[config.mk]
export PLATFORM = sky130hd
export DESIGN_NAME = dmem_arb
export DESIGN_NICKNAME = d
export VERILOG_FILES = /design/src/rtl/dmem_arb.sv
export SDC_FILE = /design/constraint.sdc
export NUM_CORES = 1
export LEC_CHECK = 0
export ABC_CLOCK_PERIOD_IN_PS = 3700
export CORE_AREA = 2 2 117 119
export DETAILED_ROUTE_END_ITERATION = 7
export DIE_AREA = 0 0 119 121
export PLACE_DENSITY = 0.61
export SLEW_MARGIN = 5
export SYNTH_ARGS = -nofsm -noshare
export SYNTH_HDL_FRONTEND = slang
export SYNTH_SLANG_ARGS = --single-unit
[constraint.sdc]
create_clock -name clk -period 3.7 [get_ports clk]
set_input_delay 0.37 -clock clk [delete_from_list [all_inputs] [get_ports clk]]
set_output_delay 0.37 -clock clk [all_outputs]
set_load 0.05 [all_outputs]
[src/rtl/dmem_arb.sv]
// dmem_arb: two-port data memory arbiter, port 0 = core LSU, port 1 = debug/DMA.
// Latency: grant and memory request are combinational; load data returns one cycle after the grant.
// Backpressure: a losing requester sees gnt=0 and must hold its request; nothing is queued inside.
// Build option: define DMEM_ARB_RR_EN for round-robin contention; otherwise port 0 has fixed priority.
module dmem_arb #(
  parameter int unsigned LOCK_MAX = 8
) (
  input  logic        clk,
  input  logic        rst,
  // port 0 (core LSU)
  input  logic        m0_req,
  input  logic [31:0] m0_addr,
  input  logic [1:0]  m0_we,
  input  logic [31:0] m0_wdata,
  output logic        m0_gnt,
  output logic        m0_rvalid,
  output logic [31:0] m0_rdata,
  // port 1 (debug/DMA)
  input  logic        m1_req,
  input  logic [31:0] m1_addr,
  input  logic [1:0]  m1_we,
  input  logic [31:0] m1_wdata,
  input  logic        m1_lock,
  output logic        m1_gnt,
  output logic        m1_rvalid,
  output logic [31:0] m1_rdata,
  // data memory
  output logic [31:0] d_addr,
  output logic [1:0]  d_we,
  output logic [31:0] d_wr_data,
  input  logic [31:0] d_rd_data
);

  // Counter must be able to hold LOCK_MAX itself; keep at least one bit.
  localparam int unsigned CNT_W = (LOCK_MAX < 1) ? 1 : $clog2(LOCK_MAX + 1);
  localparam logic [CNT_W-1:0] LOCK_LIMIT = CNT_W'(LOCK_MAX);

  // Registered state
  logic             r_rd_pend;      // a load was accepted last cycle
  logic             r_rd_owner;     // port that owns the pending load
  logic             r_last_gnt;     // port of the most recent grant (held over idle cycles)
  logic             r_gnt_lock_prev;// last cycle had a grant while m1_lock was high
  logic [CNT_W-1:0] r_lock_cnt;     // consecutive locked port-1 grants that made port 0 wait

  // Combinational decisions
  logic w_both;
  logic w_lock_active;
  logic w_lock_expire;
  logic w_cont_pick1;
  logic w_gnt0;
  logic w_gnt1;
  logic w_any_gnt;
  logic w_load;

  // Contention winner when neither lock nor lock expiry applies.
`ifdef DMEM_ARB_RR_EN
  // Round-robin: hand the bus to the port that did not win last time.
  assign w_cont_pick1 = ~r_last_gnt;
`else
  // Fixed priority: port 0 always wins a plain tie.
  assign w_cont_pick1 = 1'b0;
`endif

  // Lock holds only if port 1 itself won the previous cycle with lock asserted;
  // r_last_gnt tells which port that previous grant went to.
  assign w_lock_active = r_gnt_lock_prev & r_last_gnt & m1_req & m1_lock;
  // Port 0 has waited LOCK_MAX locked cycles: it takes the bus regardless of lock.
  assign w_lock_expire = m0_req & (r_lock_cnt >= LOCK_LIMIT);
  assign w_both        = m0_req & m1_req;

  // Grant selection: lock expiry, then lock, then contention policy, then lone requester.
  always_comb begin
    w_gnt0 = 1'b0;
    w_gnt1 = 1'b0;
    if (w_lock_expire) begin
      w_gnt0 = 1'b1;
    end else if (w_lock_active) begin
      w_gnt1 = 1'b1;
    end else if (w_both) begin
      w_gnt0 = ~w_cont_pick1;
      w_gnt1 = w_cont_pick1;
    end else begin
      w_gnt0 = m0_req;
      w_gnt1 = m1_req;
    end
  end

  assign w_any_gnt = w_gnt0 | w_gnt1;
  assign m0_gnt    = w_gnt0;
  assign m1_gnt    = w_gnt1;

  // Memory request mux: the granted port passes straight through, idle drives zeros.
  always_comb begin
    d_addr    = 32'h0;
    d_we      = 2'b00;
    d_wr_data = 32'h0;
    if (w_gnt0) begin
      d_addr    = m0_addr;
      d_we      = m0_we;
      d_wr_data = m0_wdata;
    end else if (w_gnt1) begin
      d_addr    = m1_addr;
      d_we      = m1_we;
      d_wr_data = m1_wdata;
    end
  end

  // A granted access with no write enables is a load and expects a response.
  assign w_load = w_any_gnt & (d_we == 2'b00);

  // Read-response tracking; a grant during reset never creates a pending load.
  always_ff @(posedge clk) begin
    if (!rst) begin
      r_rd_pend  <= 1'b0;
      r_rd_owner <= 1'b0;
    end else begin
      r_rd_pend <= w_load;
      if (w_load) begin
        r_rd_owner <= w_gnt1;
      end
    end
  end

  // Remember who was granted last; idle cycles leave it alone.
  always_ff @(posedge clk) begin
    if (!rst) begin
      r_last_gnt <= 1'b1;
    end else if (w_any_gnt) begin
      r_last_gnt <= w_gnt1;
    end
  end

  // Flag a grant that happened with lock requested, so the next cycle can honour the lock.
  always_ff @(posedge clk) begin
    if (!rst) begin
      r_gnt_lock_prev <= 1'b0;
    end else begin
      r_gnt_lock_prev <= w_any_gnt & m1_lock;
    end
  end

  // Count how long port 0 has been starved by a locked port 1.
  always_ff @(posedge clk) begin
    if (!rst) begin
      r_lock_cnt <= '0;
    end else if (w_gnt0 || !m1_lock) begin
      r_lock_cnt <= '0;
    end else if (w_gnt1 && m0_req && (r_lock_cnt != LOCK_LIMIT)) begin
      r_lock_cnt <= r_lock_cnt + CNT_W'(1);
    end
  end

  // Responses: data is the raw memory output; valid is suppressed while reset is held,
  // which also discards a load that was pending when reset arrived.
  assign m0_rvalid = rst & r_rd_pend & ~r_rd_owner;
  assign m1_rvalid = rst & r_rd_pend & r_rd_owner;
  assign m0_rdata  = d_rd_data;
  assign m1_rdata  = d_rd_data;

endmodule
==> results of run 1 <==
==> area by class of cell <==
type | count | area share, %
flip-flops and latches | 8 | 4.98
inverters | 6 | 0.701
multi-input cells | 96 | 25.4
well taps | 176 | 6.85
clock buffers | 3 | 2.34
repair buffers | 209 | 59.7
==> cells in the mapped netlist <==
master,instances
or2_2,1
a22o_1,66
a211oi_1,1
nor2_1,1
buf_2,5
clkbuf_1,3
a2111oi_2,1
nand2_1,5
a21oi_2,1
o221a_2,1
a21oi_1,4
a41oi_1,1
nand4_1,2
nand4b_4,1
and3_1,1
inv_1,4
o211ai_1,1
ha_1,2
inv_2,2
buf_4,65
o21a_1,1
and4b_1,1
nor3_1,1
dfxtp_1,8
and3b_1,1
o21ai_2,1
a211o_1,1
nor2b_1,1
buf_6,5
==> layout by cell type, fill, tap and decap left out, types with 2 or more instances in the layout <==
cell type / count
a22o_1: 66
nand2_1: 5
inv_2: 2
clkdlybuf4s50_1: 140
inv_1: 4
dfxtp_1: 8
a21oi_1: 4
buf_4: 69
ha_1: 2
nand4_1: 2
clkbuf_16: 3
==> state kept, by name, summed over array words and instances (netlist names) <==
| signal | flops |
|---|---|
| r_lock_cnt | 4 |
| r_gnt_lock_prev | 1 |
| r_last_gnt | 1 |
| r_rd_owner | 1 |
| r_rd_pend | 1 |
==> cells by family (layout without fill, tap and decap cells) <==
group,count (synthesis),in the layout,synth area share [%]
buffers and inverters,84,218,38.4
DFF,8,8,10.2
and+or+nand+nor,15,15,6.45
AOI/OAI and AO/OA,79,79,43.4
adders and majority gates,2,2,1.59
==> how the worst max path moves through the flow <==
| stage | end | slack [ns] | cells past startpoint |
|---|---|---|---|
| 2_1_floorplan | d_addr[14] | 1.77 | 4 |
| 6_report | d_addr[0] | 1.02 | 6 |
| 3_5_place_dp | d_addr[0] | 0.99 | 6 |
| 4_1_cts | d_addr[0] | 0.99 | 6 |
| 3_3_place_gp | d_addr[0] | 1.04 | 6 |
| 5_1_grt | d_wr_data[13] | 0.91 | 6 |
==> layer usage <==
metal	part of all wire, %	GRT usage, %	vias to the layer above
li1	-	-	916
met1	37	9.11	890
met2	49	16.2	155
met3	10	1.97	24
met4	3.3	4.32	0
met5	0	0	-
==> power groups by stage <==
stage	combinational [uW]	sequential [uW]	clock (uW)
CTS	573	91.0	186
global placement	568	92.3	0
detailed placement	571	92.4	0
floorplan	502	92.0	0
finish	568	91.1	183
global route	591	91.2	192
==> critical path, stage by stage <==
cell             delay, ns
clkdlybuf4s50_1       0.70
o21ai_2               0.14
inv_2                 0.08
buf_4                 0.54
a22o_1                0.25
buf_4                 0.20
==> stage by stage <==
stage / worst slack (ns) / power (uW)
6_report: 1.02 / 842
5_1_grt: 0.912 / 874
4_1_cts: 0.991 / 849
3_5_place_dp: 0.994 / 664
3_3_place_gp: 1.04 / 660
2_1_floorplan: 1.77 / 594
==> reports/metrics.cfg, run 1 <==
[outcome]
status=finished, final reports clean

[sta]
finalCritPeriodShare_pct=72.5
report.final.slew_viol_count=0
tightest_slew_ns=0.684
finalHoldViolations=0
skew_ns=0.00192
timing.slew.headroom_pct=54.4
period_needed_ns=2.68
fmax_mhz=373
setup_viol=0
final.setup.tns_ns=0
rsz0062_at_grt=false
whs_ns=0.483

[min_path]
hold_depth=2
hold_end=r_lock_cnt[2]$_SDFFE_PP0P_
worstHoldStart=r_lock_cnt[2]$_SDFFE_PP0P_
min_path_type=flop to flop

[cts]
post_cts_buffers=0
clk_pin_slew_ns=0.04
cts_tree=built
cts_hold_buffers=0
cts-root-buf=clkbuf_16
clock_latency_ns=0.23
clockBufferDepth=2
htree_levels=1
cts_sinks=8
cts.repair.resized=0
cts_buffers=3

[placed_design]
hpwl_um=5920
dp.cells=495
io_buffer_count=206
postPlaceCellArea_sq_um=3140
globalplace.congestion=0.809

[route]
drc=0
via_per_inst=3.99
drt.antenna.violating_nets=0
avgRoutedWirePerCell_um=14.0
vias=1985
drt-initial-drc-count=30
routed_wl_um=6950
dr.pass1.iters=4

[final_layout]
insertedDiodeCount=0
final_cells=498
register_area_sq_um=160
fin_nets=495
area_growth_pct=104
multi_input_area_sq_um=816
fin_util_pct=24.6
fillCellCount=1390
drive_gt1_share_pct=24.8
fin_area_sq_um=3210

[setup_path]
endpoint_kind=primary output
reg2reg_depth=5
start_kind=input port
setup.worst_path.class=input port to primary output
r2r-start=r_lock_cnt[3]$_SDFFE_PP0P_
critical_path_required_ns=3.33
critPathMaxFanout=67
rrSetupSlack_ns=2.17
crit_start=m0_req
worstPathArrival_ns=2.31
r2r-end=r_lock_cnt[3]$_SDFFE_PP0P_

[logic_synthesis]
synthTopCellsByArea=a22o_1 (37%), buf_4 (31%), dfxtp_1 (10%), buf_6 (3.6%), buf_2 (1.6%)
synth_cell_types=29
synth_top_cell_area_share_pct=36.8
syn-num-nets=359
seq_area_frac_synth_pct=10.2
ys_ff_latch=8
synthesis.area_sq_um=1570
synth_top_area_cell=a22o_1
ys_warn_count=0
synthCells=188
syn_avg_cell_area_sq_um=8.36

[grt]
grt_max_degree=68
overflow=0
antenna_found_initial=0
grt.total_usage_pct=8.68
grt_first_pass_wirelength_um=10100
grt_pass1_vias=2078

[die]
dieArea_sq_um=14400
coreArea_sq_um=13100
die_h_um=121
start_util_pct=12.0
io_pins=303
rows=42
chipWidth_um=119

[pwr]
pwr-share-comb_pct=67.4
seq_power_share_pct=10.8
pwr_density_cell_nw_per_um2=262
switching_power_uw=364
p_leak_uw=0.00137
ir_drop_uv=154
switching_share_pct=43.2
p_int_uw=478
pwr-share-clk_pct=21.8

[run]
cap_violations=0

(Power assumes the default switching activity.)
==> inputs of run 2 (changes only) <==
ABC_CLOCK_PERIOD_IN_PS = 2550   (was 3700)
CORE_AREA = 2 2 119 121   (was 2 2 117 119)
DIE_AREA = 0 0 121 123   (was 0 0 119 121)
PLACE_DENSITY = 0.6   (was 0.61)
clock period = 2.55 ns   (was 3.7 ns; I/O delays follow)
==> run 2 against run 1 <==
Count of clock-buffer cells in the layout stayed put. First-iteration DRC count rose to 4.1 times the previous value. Critical path type unchanged. Power grew 80%. Worst setup slack worse by 0.78 ns. Clock power up 43%. Via count increased by 2.5%. Clock skew fell by 0.00074 ns. Wire length up 31%. Highest routed layer unchanged.
==> reports/metrics.cfg, run 2 (synthesis gave the netlist of run 1 again) <==
[cts]
clk_pin_slew_ns=0.04
clockBufferDepth=2
cts_buffers=3
clock_latency_ns=0.23
cts-root-buf=clkbuf_16
post_cts_buffers=0
cts_hold_buffers=0
cts.repair.resized=0
cts_sinks=8
cts_tree=built
htree_levels=1

[sta]
period_needed_ns=2.31
finalHoldViolations=0
tightest_slew_ns=0.499
fmax_mhz=433
finalCritPeriodShare_pct=90.6
rsz0062_at_grt=false
final.setup.tns_ns=0
setup_viol=0
report.final.slew_viol_count=0
timing.slew.headroom_pct=66.6
fin_ws_ns=0.239
skew_ns=0.00117

[placed_design]
globalplace.congestion=0.709
pre_cts_slack_ns=0.286
io_buffer_count=206
hpwl_um=7690

[grt]
overflow=0
grtUsageMet3_pct=2.77
met2_usage_pct=20.8
grt_pass1_vias=2164
busiest_layer=met2
grt.total_usage_pct=10.8
grt_max_degree=38
antenna_found_initial=0
met1_usage_pct=11.7
grt_first_pass_wirelength_um=12400

[pwr]
ir_drop_uv=132
pwr_density_cell_nw_per_um2=368
p_leak_uw=0.00167

[die]
rows=43
start_util_pct=11.5
coreArea_sq_um=13600
io_pins=303
chipWidth_um=121
die_h_um=123
dieArea_sq_um=14900

[route]
vias=2034
drt-initial-drc-count=122
drc=0
avgRoutedWirePerCell_um=18.1
via_per_inst=4.04
drt.antenna.violating_nets=0
routed_wl_um=9110
dr.pass1.iters=4

[run]
cap_violations=0

[setup_path]
worstPathArrival_ns=2.06
critical_path_required_ns=2.30
endpoint_kind=primary output
setup.worst_path.class=input port to primary output
start_kind=input port
critPathMaxFanout=35

[final_layout]
largest_register=r_lock_cnt
fin_nets=496
drive_gt1_share_pct=26.0
final_common_cell=clkdlybuf4s50_1
area_growth_pct=161
insertedDiodeCount=0
final_cell_mix=clkdlybuf4s50_1 (137), buf_12 (71), a22o_1 (66)
largest_reg_flops=4

[outcome]
status=finished, final reports clean

[min_path]
min_path_type=flop to flop

==> run 2: worst paths after layout <==
| path | to | start | cells after the start | slack, ns |
|---|---|---|---|---|
| hold / removal | r_lock_cnt[2]$_SDFFE_PP0P_ | r_lock_cnt[2]$_SDFFE_PP0P_ | 2 | 0.50 |
| hold reg to reg | r_lock_cnt[2]$_SDFFE_PP0P_ | r_lock_cnt[2]$_SDFFE_PP0P_ | 2 | 0.50 |
| setup / recovery | d_wr_data[22] | m0_req | 6 | 0.24 |
| setup reg to reg | r_rd_owner$_SDFFE_PN0P_ | r_last_gnt$_SDFFE_PN1P_ | 3 | 1.24 |
==> run 2: stage by stage <==
step / cell area (sq um) / power [uW] / utilization [%] / instances / hold WS (ns)
6_report: 4110 / 1510 / 30.2 / 503 / 0.503
5_1_grt: 4110 / 1560 / 30.2 / 503 / 0.510
4_1_cts: 4110 / 1520 / 30.2 / 503 / 0.496
3_5_place_dp: 4030 / 1260 / 29.6 / 500 / 0.487
3_3_place_gp: 4030 / 1250 / 29.6 / 500 / 0.464
2_1_floorplan: 1570 / 861 / - / 188 / 0.373
==> run 2: critical path: stages <==
cell and delay, ns:
clkdlybuf4s50_1 0.72, o21ai_2 0.14, inv_2 0.10, buf_4 0.35, a22o_1 0.29, buf_12 0.16
==> run 2: where the power goes <==
part	internal, uW	switching, uW
Combinational	587	531
Clock	202	60.4
Sequential	129	3.07
Total	919	594
==> run 2: final cells by class <==
cell class	count	area, sq um
clock buffers	3	75.1
flip-flops and latches	8	160
repair buffers	210	2810
multi-input cells	96	816
well taps	180	225
inverters	6	22.5
fillers	1368	9510
==> run 2: per-layer routing <==
| layer | routed length [um] | vias up |
|---|---|---|
| li1 | - | 919 |
| met1 | 3200 | 947 |
| met2 | 4880 | 148 |
| met3 | 933 | 20 |
| met4 | 100 | 0 |
| met5 | 0 | - |
==> inputs of run 3 (changes only) <==
CORE_AREA = 8 8 112 114   (was 2 2 119 121)
DIE_AREA = 0 0 120 122   (was 0 0 121 123)
PLACE_DENSITY = 0.71   (was 0.6)
==> run 3 against run 2 <==
Clock power fell by 44%. Count of clock-buffer cells in the layout did not move. Final area fell by 2.6%. Power fell by 8.6%. Sequential power hardly changed. Sequential share of layout area grew 0.10 points. Global-route usage grew 0.37 points. Cell count fell by 8.0%. Maximum frequency up 3.0%. Hold slack got worse by 0.026 ns. Worst setup slack better by 0.068 ns. Combinational power about the same. Largest power group unchanged.
==> reports/metrics.cfg, run 3 (synthesis gave the netlist of run 1 again) <==
[run]
cap_violations=0

[min_path]
min_path_type=flop to flop

[setup_path]
crit_family=buffers and inverters
crit_chain=clkdlybuf4s50_1, o21ai_2, inv_2, buf_4, a22o_1, buf_12
crit_buf_inv=4
endpoint_kind=primary output
cp_slowest_stage_delay_ns=0.71
slowest_stage=clkdlybuf4s50_1
critical_path_required_ns=2.30
worstPathArrival_ns=1.99
start_kind=input port
setup.worst_path.class=input port to primary output
critPathMaxFanout=37

[grt]
overflow=0
grt_pass1_vias=2153
grt_max_degree=38
antenna_found_initial=0
grt.total_usage_pct=11.1
grt_first_pass_wirelength_um=13000

[final_layout]
fin_nets=496
final_common_cell=clkdlybuf4s50_1
insertedDiodeCount=0
largest_register=r_lock_cnt
drive_gt1_share_pct=25.7
fin_area_sq_um=4000
largest_reg_flops=4
area_growth_pct=155
fillCellCount=1044
final_cell_mix=clkdlybuf4s50_1 (138), buf_12 (69), a22o_1 (66)

[route]
drc=0
drt.antenna.violating_nets=0
dr.pass1.iters=4
met3_length_um=1060
avgRoutedWirePerCell_um=19.8
drt-initial-drc-count=81
met2_length_um=4850
via_per_inst=4.27
topRoutingLayerUsed=met4
wl_met1_um=3210
routed_wl_um=9160
vias=1977

[placed_design]
io_buffer_count=206
pre_cts_slack_ns=0.286
hpwl_um=8060
postPlaceCellArea_sq_um=3960
globalplace.congestion=0.778

[die]
chipWidth_um=120
coreArea_sq_um=10700
die_h_um=122
start_util_pct=14.7
dieArea_sq_um=14600
io_pins=303
rows=38

[sta]
report.final.slew_viol_count=0
whs_ns=0.476
tightest_slew_ns=0.518
fmax_mhz=446
fin_ws_ns=0.307
setup_viol=0
final.setup.tns_ns=0
finalCritPeriodShare_pct=88.0
timing.slew.headroom_pct=65.4
skew_ns=0.00528
rsz0062_at_grt=false
period_needed_ns=2.24
finalHoldViolations=0

[pwr]
pwr-share-comb_pct=79.7
seq_power_share_pct=9.6
p_leak_uw=0.00164
pwr-share-clk_pct=10.7
switching_share_pct=41.2
switching_power_uw=569
pwr_density_cell_nw_per_um2=346
ir_drop_uv=134
power_uw=1380
p_int_uw=813

[cts]
post_cts_buffers=0
clockBufferDepth=2
cts_buffers=3
clock_latency_ns=0.22
cts_sinks=8
cts_tree=built
htree_levels=1
cts.repair.resized=0
cts-root-buf=clkbuf_8
cts_hold_buffers=0
clk_pin_slew_ns=0.04

[outcome]
status=finished, final reports clean

[run 3: cell count changes in the layout (fill, tap and decap cells not counted)]
cell	before	now
clkdlybuf4s50_1	137	138
buf_12	71	69
buf_4	2	3
clkbuf_8	0	3
clkbuf_16	3	0
[run 3: worst min-delay path, stage by stage (launching register included)]
cell and delay (ns):
dfxtp_1 0.32, nand2_1 0.06, a21oi_1 0.05
[run 3: stage by stage]
step	instances	utilization [%]
after CTS	463	37.4
after global placement	460	37.0
after global routing	463	37.4
after detailed placement	460	37.0
after floorplan	188	-
final	463	37.4
[run 3: power by group through the flow]
stage          Clock [uW]  Combinational [uW]  Sequential, uW
6_report              148                1100             132
5_1_grt               156                1140             133
4_1_cts               149                1120             132
3_5_place_dp            0                1110             134
3_3_place_gp            0                1100             134
2_1_floorplan           0                 728             133
[run 3: final cells by class]
type | count | area [sq um] | area share, %
tap | 140 | 175 | 4.38
inverter | 6 | 22.5 | 0.563
clock buffer | 3 | 41.3 | 1.03
sequential | 8 | 160 | 4.00
timing repair buffer | 210 | 2790 | 69.6
multi-input combinational | 96 | 816 | 20.4
[run 3: path summary, 6_finish.rpt]
path,startpoint,endpoint,slack (ns),cells past startpoint
max reg2reg,r_last_gnt$_SDFFE_PN1P_,r_lock_cnt[3]$_SDFFE_PP0P_,1.20,5
min,r_lock_cnt[2]$_SDFFE_PP0P_,r_lock_cnt[2]$_SDFFE_PP0P_,0.48,2
max,m0_req,d_addr[31],0.31,6
min reg2reg,r_lock_cnt[2]$_SDFFE_PP0P_,r_lock_cnt[2]$_SDFFE_PP0P_,0.48,2
[run 3: layer usage]
layer | vias up | track usage (%)
met4 | 0 | 1.01
li1 | 919 | -
met3 | 12 | 4.95
met2 | 147 | 21.3
met5 | - | 0
met1 | 899 | 11.3
